==> src/rtl/alu_arbiter_pkg.sv <==
// Shared definitions for the ALU arbiter: opcode constants and FSM state encoding.
package alu_arbiter_pkg;

  localparam logic [5:0] OP_ADD = 6'h01;
  localparam logic [5:0] OP_SUB = 6'h02;
  localparam logic [5:0] OP_MUL = 6'h03;
  localparam logic [5:0] OP_SHR = 6'h04;
  localparam logic [5:0] OP_SHL = 6'h05;
  localparam logic [5:0] OP_AND = 6'h06;
  localparam logic [5:0] OP_OR  = 6'h07;
  localparam logic [5:0] OP_NOR = 6'h08;
  localparam logic [5:0] OP_SLT = 6'h09;

  typedef enum logic [1:0] {
    S_IDLE = 2'd0,
    S_EXEC = 2'd1,
    S_RESP = 2'd2
  } state_e;

endpackage

==> src/rtl/alu_arbiter_rr_arb2.sv <==
// Combinational two-port round-robin picker: a lone requester wins, a tie goes to
// the port that was not granted last.
module rr_arb2
  import alu_arbiter_pkg::*;
(
  input  logic [1:0] req_i,
  input  logic       last_i,
  output logic       grant_o,
  output logic       valid_o
);

  always_comb begin
    valid_o = |req_i;
    grant_o = (req_i == 2'b11) ? ~last_i : req_i[1];
  end

endmodule

==> src/rtl/alu_arbiter.sv <==
// Shares one external combinational ALU between two requesters: latches the granted
// operands onto the ALU, waits the settle time, then captures and returns the result.
module alu_arbiter
  import alu_arbiter_pkg::*;
#(
  parameter int DATA_WIDTH  = 32,
  parameter int OPRN_WIDTH  = 6,
  parameter int EXEC_CYCLES = 1,
  parameter int MUL_CYCLES  = 4
) (
  input  logic                  CLK,
  input  logic                  RST,
  input  logic [1:0]            REQ,
  input  logic [DATA_WIDTH-1:0] OP1_0,
  input  logic [DATA_WIDTH-1:0] OP2_0,
  input  logic [OPRN_WIDTH-1:0] OPRN_0,
  input  logic [DATA_WIDTH-1:0] OP1_1,
  input  logic [DATA_WIDTH-1:0] OP2_1,
  input  logic [OPRN_WIDTH-1:0] OPRN_1,
  output logic [1:0]            DONE,
  output logic [DATA_WIDTH-1:0] RES,
  output logic                  ZERO_OUT,
  output logic                  ERR,
  output logic                  BUSY,
  output logic [DATA_WIDTH-1:0] ALU_OP1,
  output logic [DATA_WIDTH-1:0] ALU_OP2,
  output logic [OPRN_WIDTH-1:0] ALU_OPRN,
  input  logic [DATA_WIDTH-1:0] ALU_OUT,
  input  logic                  ALU_ZERO
);

  localparam int MAX_CYC = (MUL_CYCLES > EXEC_CYCLES) ? MUL_CYCLES : EXEC_CYCLES;
  localparam int CNT_W   = $clog2(MAX_CYC + 1);

  state_e                state_q;
  logic [CNT_W-1:0]      cnt_q;
  logic                  last_q;
  logic                  grant_q;
  logic [DATA_WIDTH-1:0] op1_q, op2_q, res_q;
  logic [OPRN_WIDTH-1:0] oprn_q;
  logic                  zero_q, err_q;
  logic [1:0]            done_q;

  logic                  arb_grant, arb_valid;
  logic [DATA_WIDTH-1:0] sel_op1, sel_op2;
  logic [OPRN_WIDTH-1:0] sel_oprn;
  logic [CNT_W-1:0]      load_cnt;
  logic                  oprn_illegal;

  rr_arb2 u_rr_arb2 (
    .req_i   (REQ),
    .last_i  (last_q),
    .grant_o (arb_grant),
    .valid_o (arb_valid)
  );

  always_comb begin
    sel_op1      = arb_grant ? OP1_1  : OP1_0;
    sel_op2      = arb_grant ? OP2_1  : OP2_0;
    sel_oprn     = arb_grant ? OPRN_1 : OPRN_0;
    // counter is loaded with settle-1 so the capture lands on its zero cycle
    load_cnt     = (sel_oprn == OPRN_WIDTH'(OP_MUL)) ? CNT_W'(MUL_CYCLES - 1)
                                                     : CNT_W'(EXEC_CYCLES - 1);
    oprn_illegal = (oprn_q == '0) || (oprn_q > OPRN_WIDTH'(OP_SLT));
  end

  always_ff @(posedge CLK) begin
    if (!RST) begin
      state_q <= S_IDLE;
      cnt_q   <= '0;
      last_q  <= 1'b1;
      grant_q <= 1'b0;
      op1_q   <= '0;
      op2_q   <= '0;
      oprn_q  <= '0;
      res_q   <= '0;
      zero_q  <= 1'b0;
      err_q   <= 1'b0;
      done_q  <= '0;
    end else begin
      done_q <= '0;
      unique case (state_q)
        S_IDLE: begin
          if (arb_valid) begin
            grant_q <= arb_grant;
            last_q  <= arb_grant;
            op1_q   <= sel_op1;
            op2_q   <= sel_op2;
            oprn_q  <= sel_oprn;
            cnt_q   <= load_cnt;
            state_q <= S_EXEC;
          end
        end
        S_EXEC: begin
          if (cnt_q == '0) begin
            res_q           <= ALU_OUT;
            zero_q          <= ALU_ZERO;
            err_q           <= oprn_illegal;
            done_q[grant_q] <= 1'b1;
            state_q         <= S_RESP;
          end else begin
            cnt_q <= cnt_q - CNT_W'(1);
          end
        end
        S_RESP:  state_q <= S_IDLE;
        default: state_q <= S_IDLE;
      endcase
    end
  end

  assign DONE     = done_q;
  assign RES      = res_q;
  assign ZERO_OUT = zero_q;
  assign ERR      = err_q;
  assign BUSY     = (state_q != S_IDLE);
  assign ALU_OP1  = op1_q;
  assign ALU_OP2  = op2_q;
  assign ALU_OPRN = oprn_q;

endmodule

==> config.mk <==
export PLATFORM = sky130hd
export DESIGN_NAME = alu_arbiter
export DESIGN_NICKNAME = d
export VERILOG_FILES = /design/src/rtl/alu_arbiter_pkg.sv /design/src/rtl/alu_arbiter_rr_arb2.sv /design/src/rtl/alu_arbiter.sv
export SDC_FILE = /design/constraint.sdc
export NUM_CORES = 1
export LEC_CHECK = 0
export CAP_MARGIN = 20
export CORE_ASPECT_RATIO = 0.5
export CORE_UTILIZATION = 41
export DETAILED_ROUTE_END_ITERATION = 8
export HOLD_SLACK_MARGIN = 0.08
export PLACE_DENSITY = 0.86
export SETUP_SLACK_MARGIN = 0.5
export SYNTH_ARGS = -nofsm -noshare
export SYNTH_HDL_FRONTEND = slang
export SYNTH_SLANG_ARGS = --single-unit
export TNS_END_PERCENT = 5
==> constraint.sdc <==
create_clock -name CLK -period 3.25 [get_ports CLK]
set_clock_uncertainty 0.2 [all_clocks]
set_input_delay 0.65 -clock CLK [delete_from_list [all_inputs] [get_ports CLK]]
set_output_delay 0.65 -clock CLK [all_outputs]
set_load 0.05 [all_outputs]
==> results.txt <==
The worst setup path is captured at a primary output. The worst path meets setup with between 0.6 and 0.7 ns of slack. The number of clock sinks came out at 113. The cell type with the highest aggregate area in the netlist is sky130_fd_sc_hd__dfxtp_1.

STA classifies the critical path startpoint as a register. In the finished design, the share of the clock period the worst path needs comes to 0.814. The detailed router placed 4679 vias in this run. Synthesis produced a netlist whose cell count is ~500. At the end of the flow, the number of nets in the layout was approximately 960. The detail route stage leaves a number of antenna-violating nets equal to 0.

The repair_antennas step left the layout with diodes totalling 0. The CTS tree is built. The post-CTS setup-driven buffer insertion count came out at 0. The number of vias per cell came out at 4.91. The overall power consumption is 5.37 mW. Summed over all nets, the half-perimeter wirelength after detailed placement is ~11000 um. The netlist area before placement is 0.00485 mm^2. The number of global-route vias before repair is between 4000 and 5000. The vertical die dimension is just under 80 um. By area the synthesized netlist is led by sky130_fd_sc_hd__dfxtp_1 (47%), sky130_fd_sc_hd__mux2i_1 (15%), sky130_fd_sc_hd__a211oi_1 (7.9%). The top-level I/O count came out at between 200 and 300. Data arrives at the worst endpoint at between 1.5 and 2 ns.

The H-tree depth reported by CTS came out at 4. The cell at the root of the clock tree is sky130_fd_sc_hd__clkbuf_16. The floorplan core area is around 0.011 mm^2. The number of gates resized after cts came out at 0.

The share of synthesized area in the top cell type comes to 0.466. Setup repair after global routing left no endpoint under its margin. Walking the worst path, the cells encountered are nor2_2 -> inv_2 -> clkdlybuf4s50_1.

The worst-case hold slack is around 0.25 ns. The setup path with the least slack is of type register to primary output. The share of the Yosys chip area taken by registers is 0.466.

The total global routing overflow is 0. The min-delay analysis places its worst path in the category register to register. The sum of negative setup slack came out at 0 ns. The number of antenna violations at the first check in global routing is 0. Measured against its own limit, the worst slew margin works out to 0.636.

The maximum fanout encountered on the critical timing path is 4. The number of DRC violations after detailed routing is 0. The share of flip-flops with an asynchronous set or reset is 0.

The worst IR drop on VDD came out at ~0.00037 V. After the flow finishes, the layout carries non-filler instances totaling approximately 950. The dominant delay contributor by cell family on the critical path is buffers and inverters. Clock-pin slew was measured on the worst setup and hold paths at 0.05 ns. The length of the first detailed-routing pass in iterations came out at 6. Relative to the synthesized area, the layout overhead comes to 71.3%.

The Yosys step of the flow raised 0 warnings. The overall fraction of global-route tracks in use came out at 0.242. Once layout is complete, the utilization of the core stands at 0.739. On the worst path, the slowest cell contributes a delay of 0.84 ns. The unique cell type count in the Yosys netlist is 32.

The horizontal extent of the die is about 160 um. The max-cap violation count is 0. The floorplan step defined a die boundary enclosing about 0.012 mm^2. Among all flip-flop cells after synthesis, the most frequent one is sky130_fd_sc_hd__dfxtp_1. The wire length of the first global-routing pass is ~23000 um. The count of placed standard cells including taps is a little over 900. The maximum frequency from static timing analysis is about 0.38 GHz.

The number of hold violations in the final report came out at 0. The number of nets produced by synthesis came out at between 600 and 700. The buffer depth of the longest clock path came out at 2. The global placer's final weighted congestion is between 0.8 and 0.9. The count of buffer and inverter cells on the critical path is 2.

The measured slew at the worst slew-check pin came out at between 0.5 and 0.6 ns. The number of endpoints failing setup at the final stage came out at 0. The cts-stage hold buffer count is 0. The number of core rows came out at 27.

The starting density of the core came out at 0.431. In this run the static leakage power is 3.12 nW. At the worst endpoint, the required time is between 2 and 2.5 ns. The ratio of total power to cell area is 647 mW/mm^2.

The DRC marker count from the first detailed-route iteration is 289. The most instantiated library cell after synthesis is sky130_fd_sc_hd__dfxtp_1. The worst-skew pair later-pin latency is 0.40 ns.

The number of enable-type register cells in the synthesized netlist is 0. Entering global routing, the biggest net connects 85 pins. The worst setup slack after placement came out at approximately 0.72 ns. The count of buffers added on input and output ports is 283. The number of CTS-inserted buffers came out at 17. Counting flops and latches in the post-synthesis netlist gives 113. The slowest cell on the critical path is sky130_fd_sc_hd__clkdlybuf4s50_1. The post-route minimum period came out at between 2 and 3 ns.

The standard cell area after detailed placement came out at about 0.0077 mm^2. The commonest cells after synthesis are sky130_fd_sc_hd__dfxtp_1 (113), sky130_fd_sc_hd__nor2_1 (75), sky130_fd_sc_hd__mux2i_1 (72), sky130_fd_sc_hd__nand2_1 (71), sky130_fd_sc_hd__a211oi_1 (51). The run finished with clean final reports.

With fillers left out, the area of the finished cells amounts to 0.00831 mm^2. The number of slew-limit violations in the final report came to 0. In the final layout, the share of cells above drive strength 1 is 0.0831. The post-detailed-route wirelength per cell is ~16 um. The routed wire length came out at about 15000 um. The average size of a mapped cell is ~9.5 um^2.
==> per-layer routing <==
metal | global-route usage | wire length, um
met1 | 0.260 | 5970
met4 | 0.117 | 382
met3 | 0.0611 | 872
met5 | 0 | 0
met2 | 0.448 | 7570
==> logic make-up (layout without fill, tap and decap cells) <==
group / Yosys count / count (layout) / synth area share
compound gates: 117 / 117 / 0.182
fa+ha+maj: 2 / 2 / 0.00516
buf+inv: 46 / 328 / 0.0624
flops: 113 / 113 / 0.466
mux: 72 / 72 / 0.149
simple gates: 162 / 162 / 0.136
==> final timing paths <==
path	start	endpoint	slack, ns	depth (start not counted)
min reg2reg	RES[9]	RES[9]	0.25	2
max reg2reg	state_q[1]	ALU_OP2[16]	1.43	6
min	RES[9]	RES[9]	0.25	2
max	state_q[0]	BUSY	0.60	3
==> flip-flops by register name, indices dropped and copies added (netlist names), 2 cells and up <==
register / count
ALU_OPRN: 6
ALU_OP1: 32
RES: 32
cnt_q: 3
ALU_OP2: 32
DONE: 2
state_q: 2
==> power breakdown <==
part	switching (mW)	leakage [nW]	total [mW]	internal, mW
sequential	0.108	0.933	1.69	1.58
clock	0.621	0.281	1.78	1.15
combinational	1.17	1.91	1.91	0.734
total	1.90	3.12	5.37	3.47
==> cell usage in the layout, fill, tap and decap left out, drive strengths merged <==
cell type,count
clkdlybuf4s50,283
dfxtp,113
nor2,78
mux2i,72
nand2,71
a211oi,71
a21oi,37
clkbuf,20
buf,9
clkinv,8
o21ai,4
inv,4
nand2b,2
nor3,2
nor4,2
ha,2
clkinvlp,2
bufinv,2
a21boi,1
nor2b,1
and2b,1
a2bb2oi,1
and4,1
or4,1
o22ai,1
o311ai,1
or3,1
a31o,1
nor4b,1
and3,1
==> tightest hold or removal path, delay by kind of cell, from the launching register on <==
family / cells / cell delay [ns]
DFF: 1 / 0.30
and+or+nand+nor: 1 / 0.05
AOI/OAI and AO/OA: 1 / 0.05
==> layout make-up <==
type,instances,area (um^2)
inverters,5,20.0
flip-flops and latches,113,2260
clock buffers,20,457
clock inverters,11,114
fillers,793,2940
repair buffers,292,2960
multi-input cells,353,2290
well taps,159,199
No activity file was read; power rests on OpenSTA's default activity.
